--- src/rtl/infoframe_pkg.sv ---
// ============================================================================
// Module      : infoframe_pkg
// Description : Shared types, type codes and header helper for InfoFrame
//               packet sources.
// Revision    : 1.0 - initial release
// ============================================================================
`default_nettype none

package infoframe_pkg;

  localparam logic [6:0] IF_TYPE_AVI    = 7'd2;
  localparam logic [6:0] IF_TYPE_SPD    = 7'd3;
  localparam logic [6:0] IF_TYPE_AUDIO  = 7'd4;
  localparam int         IF_MAX_PAYLOAD = 27;

  // Header bytes packed as {HB2, HB1, HB0}
  typedef logic [23:0] if_header_t;

  // Four 56-bit subpackets; byte k of the packet sits at flat bits [8k+7:8k]
  typedef logic [3:0][55:0] if_sub_t;

  // PB0 (checksum) through PB27, same bit layout as if_sub_t
  typedef logic [IF_MAX_PAYLOAD:0][7:0] if_bytes_t;

  function automatic if_header_t infoframe_header(
    input logic [6:0] if_type,
    input logic [7:0] if_version,
    input logic [4:0] if_length
  );
    return {3'b000, if_length, if_version, 1'b1, if_type};
  endfunction

endpackage

`default_nettype wire

--- src/rtl/infoframe_checksum_acc.sv ---
// ============================================================================
// Module      : infoframe_checksum_acc
// Description : Serial 8-bit mod-256 accumulator. Load seeds the sum, add
//               accumulates one byte per cycle, checksum is the two's
//               complement that brings the total to zero.
// Revision    : 1.0 - initial release
// ============================================================================
`default_nettype none

module infoframe_checksum_acc (
  input  logic       clk,
  input  logic       rst,
  input  logic       load,
  input  logic [7:0] load_val,
  input  logic       add,
  input  logic [7:0] add_val,
  output logic [7:0] checksum
);

  logic [7:0] acc_q;
  logic [7:0] acc_d;

  // Next accumulator value: load has priority over add
  always_comb begin
    acc_d = acc_q;
    if (load) begin
      acc_d = load_val;
    end else if (add) begin
      acc_d = acc_q + add_val;
    end
  end

  // Accumulator register
  always_ff @(posedge clk) begin
    if (rst) begin
      acc_q <= 8'h00;
    end else begin
      acc_q <= acc_d;
    end
  end

  assign checksum = 8'd0 - acc_q;

endmodule

`default_nettype wire

--- src/rtl/infoframe_builder.sv ---
// ============================================================================
// Module      : infoframe_builder
// Description : Runtime-programmable InfoFrame source. Host writes payload
//               bytes into a staging buffer and commits; the checksum is
//               built serially and the packet is double-buffered into an
//               output bank offered to the packet picker via valid/ack.
//               Optional macro INFOFRAME_REPEAT_EN keeps packet_valid high
//               after the first packet so it is resent every frame.
// Revision    : 1.0 - initial release
// ============================================================================
`default_nettype none

module infoframe_builder
  import infoframe_pkg::*;
#(
  parameter logic [6:0] IF_TYPE    = 7'd4,
  parameter logic [7:0] IF_VERSION = 8'd1,
  parameter logic [4:0] IF_LENGTH  = 5'd10
) (
  input  logic       clk_pixel,
  input  logic       reset,
  input  logic       wr_en,
  input  logic [4:0] wr_addr,
  input  logic [7:0] wr_data,
  input  logic       commit,
  output logic       busy,
  output if_header_t header,
  output if_sub_t    sub,
  output logic       packet_valid,
  input  logic       packet_ack
);

  typedef enum logic [1:0] {
    ST_IDLE = 2'd0,
    ST_CALC = 2'd1,
    ST_PEND = 2'd2
  } state_t;

  localparam if_header_t HEADER     = infoframe_header(IF_TYPE, IF_VERSION, IF_LENGTH);
  localparam logic [7:0] HEADER_SUM = HEADER[7:0] + HEADER[15:8] + HEADER[23:16];

  if (IF_LENGTH < 5'd1 || IF_LENGTH > 5'd27) begin : g_len_check
    $error("infoframe_builder: IF_LENGTH must be in 1..27");
  end

  state_t     state_q,   state_d;
  logic [4:0] idx_q,     idx_d;
  if_bytes_t  staging_q, staging_d;
  if_bytes_t  bank_q,    bank_d;
  logic       valid_q,   valid_d;

  logic       acc_load;
  logic       acc_add;
  logic [7:0] acc_add_val;
  logic [7:0] acc_checksum;
  logic       wr_ok;

  infoframe_checksum_acc u_acc (
    .clk      (clk_pixel),
    .rst      (reset),
    .load     (acc_load),
    .load_val (HEADER_SUM),
    .add      (acc_add),
    .add_val  (acc_add_val),
    .checksum (acc_checksum)
  );

  // Staging writes, checksum sequencing and output-bank swap
  always_comb begin
    state_d     = state_q;
    idx_d       = idx_q;
    staging_d   = staging_q;
    bank_d      = bank_q;
    valid_d     = valid_q;
    acc_load    = 1'b0;
    acc_add     = 1'b0;
    acc_add_val = 8'h00;

    // Staging only accepts in-range writes while idle, so it is frozen
    // throughout CALC/PEND and the swap copies exactly what was summed.
    wr_ok = wr_en && (state_q == ST_IDLE) && (wr_addr != 5'd0) && (wr_addr <= IF_LENGTH);
    if (wr_ok) begin
      staging_d[wr_addr] = wr_data;
    end

`ifndef INFOFRAME_REPEAT_EN
    // One transmission per commit: an ack consumes the packet
    if (packet_ack && valid_q) begin
      valid_d = 1'b0;
    end
`endif

    case (state_q)
      ST_IDLE: begin
        if (commit) begin
          acc_load = 1'b1;
          idx_d    = 5'd1;
          state_d  = ST_CALC;
        end
      end
      ST_CALC: begin
        acc_add     = 1'b1;
        acc_add_val = staging_q[idx_q];
        if (idx_q == IF_LENGTH) begin
          state_d = ST_PEND;
        end else begin
          idx_d = idx_q + 5'd1;
        end
      end
      ST_PEND: begin
        // Swap only when the picker is not mid-way through the old packet
        if (!valid_q || packet_ack) begin
          for (int k = 1; k <= IF_MAX_PAYLOAD; k++) begin
            bank_d[k] = (k <= int'(IF_LENGTH)) ? staging_q[k] : 8'h00;
          end
          bank_d[0] = acc_checksum;
          valid_d   = 1'b1;
          state_d   = ST_IDLE;
        end
      end
      default: begin
        state_d = ST_IDLE;
      end
    endcase
  end

  // State and data registers
  always_ff @(posedge clk_pixel) begin
    if (reset) begin
      state_q   <= ST_IDLE;
      idx_q     <= 5'd0;
      staging_q <= '0;
      bank_q    <= '0;
      valid_q   <= 1'b0;
    end else begin
      state_q   <= state_d;
      idx_q     <= idx_d;
      staging_q <= staging_d;
      bank_q    <= bank_d;
      valid_q   <= valid_d;
    end
  end

  assign busy         = (state_q != ST_IDLE);
  assign header       = HEADER;
  assign sub          = bank_q;
  assign packet_valid = valid_q;

endmodule

`default_nettype wire

--- config.mk ---
export PLATFORM = sky130hd
export DESIGN_NAME = infoframe_builder
export DESIGN_NICKNAME = d
export VERILOG_FILES = /design/src/rtl/infoframe_pkg.sv /design/src/rtl/infoframe_checksum_acc.sv /design/src/rtl/infoframe_builder.sv
export SDC_FILE = /design/constraint.sdc
export NUM_CORES = 1
export LEC_CHECK = 0
export BUFFER_PORTS_ARGS = -buffer_cell sky130_fd_sc_hd__buf_2
export CAP_MARGIN = 5
export CORE_ASPECT_RATIO = 1.75
export CORE_MARGIN = 2
export CORE_UTILIZATION = 35
export CTS_CLUSTER_DIAMETER = 120
export DETAILED_ROUTE_END_ITERATION = 12
export PLACE_DENSITY = 0.55
export SYNTH_ARGS = -nofsm -noshare
export SYNTH_HDL_FRONTEND = slang
export SYNTH_SLANG_ARGS = --single-unit
--- constraint.sdc ---
create_clock -name clk_pixel -period 8.1 [get_ports clk_pixel]
set_input_delay 1.62 -clock clk_pixel [delete_from_list [all_inputs] [get_ports clk_pixel]]
set_output_delay 1.62 -clock clk_pixel [all_outputs]
set_load 0.005 [all_outputs]
# [Word level (Yosys, flattened, before mapping)]
# Index checks and enable logic that the tools add are counted.
[word_totals] output_inout_bits=250 rom_bits=0 reg_bits=328 wordCells=95 ram_bits=0 n_memories=0 in_bits=18 latch_bits=0
[classes] div_mod_pow=0 shift=0 n_lt_le_gt_ge=4 muxes=21 n_mul=0 n_addsub=3 bitwise_logic=0 eq_ne=7 n_reduce_logical=16
[op_table] op="224-bit bitwise mux" count=1
[op_table] op="8-bit binary-select mux with 5-bit select" count=1
[op_table] op="8-bit demux with 5-bit select" count=1
[op_table] op="8-bit 2-to-1 mux" count=5
[op_table] op="5-bit by 6-bit < comparator with 1-bit output (second input constant)" count=2
[op_table] op="5-bit 2-to-1 mux" count=2
[op_table] op="5-bit one-hot mux with 2 select lines" count=1
[op_table] op="8-bit adder" count=1
[op_table] op="2-bit inequality test (second input constant)" count=4
[op_table] op="1-bit by 8-bit subtractor with 8-bit output (first input constant)" count=1
[op_table] op="1-bit 2-to-1 mux" count=6
[op_table] op="2-bit 2-to-1 mux" count=3
[op_table] op="2-bit one-hot mux with 3 select lines" count=1
[op_table] op="3-bit AND reduction" count=2
[op_table] op="2-bit nonzero test" count=3
[op_table] op="5-bit by 1-bit adder with 5-bit output (second input constant)" count=1
[op_table] op="5-bit by 4-bit equality test with 1-bit output (second input constant)" count=1
[op_table] op="5-bit by 1-bit >= comparator with 1-bit output (second input constant)" count=1
[op_table] op="5-bit by 4-bit less-or-equal comparator with 1-bit output (second input constant)" count=1
[op_table] op="1-bit logical AND" count=5
[op_table] op="5-bit nonzero test" count=1
[op_table] op="2-bit by 1-bit equality test with 1-bit output (second input constant)" count=1
[op_table] op="2-bit equality test (second input constant)" count=1
[op_table] op="2-bit zero test" count=1
[op_table] op="other kinds (4)" count=4

# [Depth between registers and ports, before layout]
[logic_depth] ltp_word=6 depth_mapped=19 ltp_nobuf=15

# [Modules after synthesis]
# Synthesis repeated with hierarchy kept, for this count alone.
[unflattened] hier_cells=1477 hier_area_um2=14098.5
[by_module_without_submodules] module="infoframe_builder" n_inst=1 area_each_um2=13226.4 cells_per_inst=1370 seq_area_each_um2=6406.1
[by_module_without_submodules] module="infoframe_checksum_acc" n_inst=1 area_each_um2=872.1 cells_per_inst=107 seq_area_each_um2=160.2

# [Worst setup path after synthesis]
# No wires, ideal clock.
[synth_timing] path_kind="register -> register" startpoint="register idx_q[0]" endpoint="register u_acc.acc_q[7]" period_less_slack_ps=3577 slack_ps=4523 required_ps=8026 t_arrival_ps=3502 path_buffers=3 setup_ps=74 stages_incl_launch_ff=16 cell_sequence="dfxtp_1 clkbuf_4 buf_12 buf_2 mux4_2 mux4_2 nand2_1 a21oi_1 ha_1 nor2_1 nor2_1 a2111oi_0 nor3_2 xor2_1 or3_1 a31oi_1"
[synth_between] elab_chain_len=6
[synth_lines] item="start: declaration" line="infoframe_builder.sv:47" text="logic [4:0] idx_q, idx_d;"
[synth_lines] item="start signal: assignment" line="infoframe_builder.sv:137" text="idx_q <= idx_d;"
[synth_lines] item="8-bit binary-select mux with 5-bit select" line="infoframe_builder.sv:103" text="acc_add_val = staging_q[idx_q];"
[synth_lines] item="8-bit 2-to-1 mux (not written as such)" line="infoframe_builder.sv:103"
[synth_lines] item="8-bit 2-to-1 mux" line="infoframe_builder.sv:93" text="case (state_q)"
[synth_lines] item="8-bit adder" line="infoframe_checksum_acc.sv:29" text="acc_d = acc_q + add_val;"
[synth_lines] item="8-bit 2-to-1 mux" line="infoframe_checksum_acc.sv:28" text="end else if (add) begin"
[synth_lines] item="8-bit 2-to-1 mux" line="infoframe_checksum_acc.sv:26" text="if (load) begin"
[synth_lines] item="end signal: assignment" line="infoframe_checksum_acc.sv:36" text="acc_q <= 8'h00;"
[synth_lines] item="end signal: assignment" line="infoframe_checksum_acc.sv:38" text="acc_q <= acc_d;"
[synth_lines] item="end: declaration" line="infoframe_checksum_acc.sv:20" text="logic [7:0] acc_q;"
# No other way between the ends. The select of a mux whose other input is x is not followed.
# A chain may end at the register's enable or synchronous reset.

# [Worst setup path in the final report]
[layout_timing] startpoint="register idx_q[1]" endpoint="register u_acc.acc_q[7]"
# The elaborated chain is that of the path after synthesis.

==> impl_metrics.py <==
metrics = {
    "cts": {
        "ctsResizeCount": 0,
        "path_clk_slew_ps": 70,
        "clock_latency_ps": 570,
        "holdBufCountCts": 0,
        "cts_buffers": 29,
        "htreeDepth": 1,
        "cts_root_buffer": "clkbuf_16",
        "postCtsSetupRepairBufs": 0,
        "cts_sinks": 328,
        "clock_path_buffers": 3,
        "tritoncts": "yes",
    },
    "sta": {
        "slew_headroom_pct": 21.8,
        "rsz0062_at_grt": "false",
        "drv_slew": 0,
        "setup_viol": 0,
        "finalHoldViolCount": 0,
        "whs_ps": 448,
        "period_share_pct": 54.1,
        "finClkSkew_ps": 12.2,
        "fmax_mhz": 228,
        "worst_slew_pin_slew_ps": 1170,
        "min_period_ps": 4380,
        "setup_tns_ps": 0,
    },
    "placed_design": {
        "gp_congestion": 0.833,
        "hpwl_mm": 23.9,
        "port_buffers": 107,
    },
    "synthesis": {
        "synth_flop_cell": "dfxtp_1",
        "synth_cell_types": 55,
        "synth_area_leaders": "dfxtp_1 47%, buf_4 8.9%, mux4_2 8.5%",
        "avgSynthCellArea_um2": 9.79,
        "yosys.area.top_type": "dfxtp_1",
        "yosysWarningCount": 0,
        "ys_ff_latch": 328,
        "synthArstFlopShare_pct": 0,
        "syn_area_um2": 14000,
        "yosysTopAreaCellShare_pct": 47.0,
        "synth_edf_count": 0,
        "synthCells": 1426,
        "yosysSeqAreaShare_pct": 47.0,
    },
    "setup_path": {
        "rrSetupSlack_ps": 3720,
        "cp_cell_sequence": "buf_4 > mux4_2 > mux2i_1 > o22ai_1 > nand2_1 > nand2_1 > nand2_1 > inv_1 > ha_1 > a21oi_1 > o21ai_1 > a2111oi_0 > nor3_2 > xor2_1 > or3_1 > a31oi_1",
        "rr_endpoint": "u_acc.acc_q[7]",
        "start_kind": "flop",
        "cp.required_ps": 8590,
        "crit_top_cell": "nand2_1",
        "r2r_start": "idx_q[1]",
        "cpMaxStageDelayCell": "dfxtp_2",
        "slowest_delay_ps": 1080,
        "end_kind": "flop",
        "cp.arrival_ps": 4870,
        "critPathKind": "reg2reg",
        "reg2reg_depth": 16,
        "cp_max_fo": 42,
    },
    "cells_and_area": {
        "drive_above_1_share_pct": 16.4,
        "fill_cells": 3882,
        "n_antenna_cell": 0,
        "layout_commonest_cell": "dfxtp_1",
        "seq_area_um2": 6570,
        "mostFrequentLayoutCells": "326 x dfxtp_1, 237 x nand2_1, 160 x conb_1, 150 x nor2b_1, 131 x a21oi_1",
        "multiInputGateArea_um2": 6250,
        "areaGrowthSynthToFinish_pct": 8.20,
        "nNetsFinal": 1510,
    },
    "die": {
        "rows": 96,
        "core_area_um2": 39300,
        "io_pins": 268,
        "start_util_pct": 35.6,
        "die_h_um": 268,
        "die_w_um": 155,
        "fp.dieArea_um2": 41600,
    },
    "detailed_routing": {
        "vias": 9365,
        "dr.pass1.iters": 7,
        "initialDrtViolationCount": 527,
        "drc": 0,
        "antenna_left": 0,
        "avgRoutedWirePerCell_um": 17.0,
        "via_per_inst": 4.70,
        "detail_route.wirelength_mm": 33.8,
    },
    "power": {
        "sw_frac_of_total_pct": 23.9,
        "p_seq_share_pct": 51.5,
        "leakagePower_nw": 5.97,
        "p_int_mw": 2.43,
        "pwr-share-comb_pct": 5.5,
        "power_switching_mw": 0.763,
        "pwr-share-clk_pct": 43.0,
        "power_density_nw_per_um2": 211,
        "ir_drop_mv": 0.138,
    },
    "min_path": {
        "hold_path_class": "reg2reg",
        "hold_depth": 2,
        "min_from": "sub[44]",
        "holdPathEnd": "sub[44]",
    },
    "job": {
        "cap_violations": 0,
    },
    "grt": {
        "grt_overflow_total": 0,
        "grt_max_degree": 228,
        "grt_pass1_vias": 8989,
        "antenna_found_initial": 0,
        "grtUsageTotal_pct": 15.9,
        "grt_pass1_wl_mm": 51.6,
    },
    "outcome": {
        "status": "complete, no violations",
    },
}
==> area by class of cell <==
type | instances | share of cell area, %
clock buffers | 41 | 5.56
well taps | 490 | 4.06
repair buffers | 119 | 4.29
multi-input cells | 987 | 41.4
clock inverters | 13 | 0.662
inverters | 16 | 0.571
flip-flops and latches | 328 | 43.5
==> flip-flops by register name, indices dropped and copies added (netlist names) <==
name          flops
u_acc.acc_q       8
packet_valid      1
idx_q             5
state_q           2
staging_q       224
sub              88
==> cells in the mapped netlist, types with 5 or more instances <==
| master | count |
|---|---|
| dfxtp_1 | 328 |
| nand2_1 | 237 |
| buf_4 | 165 |
| nor2b_1 | 151 |
| a21oi_1 | 131 |
| nor2_1 | 74 |
| clkbuf_1 | 67 |
| mux2i_1 | 63 |
| mux4_2 | 53 |
| nand3_1 | 25 |
| ha_1 | 10 |
| buf_2 | 9 |
| xnor2_1 | 9 |
| inv_1 | 8 |
| o22ai_1 | 8 |
| mux4_1 | 7 |
| inv_2 | 5 |
| nand2b_1 | 5 |
| nor3_1 | 5 |
| xor2_1 | 5 |
==> worst max-delay path by stage <==
stage	startpoint	endpoint
global route	idx_q[1]	u_acc.acc_q[7]
CTS	idx_q[1]	u_acc.acc_q[7]
global placement	idx_q[1]	u_acc.acc_q[7]
floorplan	idx_q[0]	u_acc.acc_q[7]
finish	idx_q[1]	u_acc.acc_q[7]
detailed placement	idx_q[1]	u_acc.acc_q[7]
==> logic make-up after synthesis <==
kind of cell / after synthesis / share of synthesized area [%]
XOR/XNOR: 14 / 0.878
AND/OR/NAND/NOR: 518 / 17.7
flip-flops: 328 / 47.0
buffers and inverters: 269 / 12.6
adder cells (fa/ha/maj): 11 / 1.04
AO/OA/AOI/OAI: 157 / 5.95
multiplexers: 127 / 14.8
other: 2 / 0.0538
==> critical path: cells and delay by family (launching register included) <==
family | cells | cell delay, ps
DFF | 1 | 1080
AOI/OAI and AO/OA | 5 | 1040
and+or+nand+nor | 5 | 670
buffers and inverters | 2 | 530
muxes | 2 | 520
adders and majority gates | 1 | 260
xor gates and xnor gates | 1 | 160
==> metal layers <==
layer | up-vias | wire (um) | global-route usage, %
li1 | 4518 | - | -
met1 | 4476 | 12300 | 16.4
met2 | 309 | 18600 | 31.1
met3 | 62 | 1400 | 1.71
met4 | 0 | 1500 | 7.98
met5 | - | 0 | 0
==> power by group through the flow <==
stage | clock network, mW | logic, mW | registers (mW)
final | 1.37 | 0.175 | 1.65
after global routing | 1.47 | 0.195 | 1.65
after CTS | 1.40 | 0.175 | 1.65
after detailed placement | 0 | 0.175 | 1.68
after global placement | 0 | 0.174 | 1.68
after floorplan | 0 | 0.204 | 1.67
==> through the flow <==
stage	power, mW	area (um2)	cells	setup slack (ps)	utilization [%]
after detailed placement	1.86	14200	1940	3710	36.1
after global placement	1.86	14200	1940	3740	36.1
after floorplan	1.87	14600	1584	4520	-
after CTS	3.23	15100	1994	3680	38.5
final	3.19	15100	1994	3720	38.5
after global routing	3.31	15100	1994	3450	38.5
No activity file was read; power rests on OpenSTA's default activity.
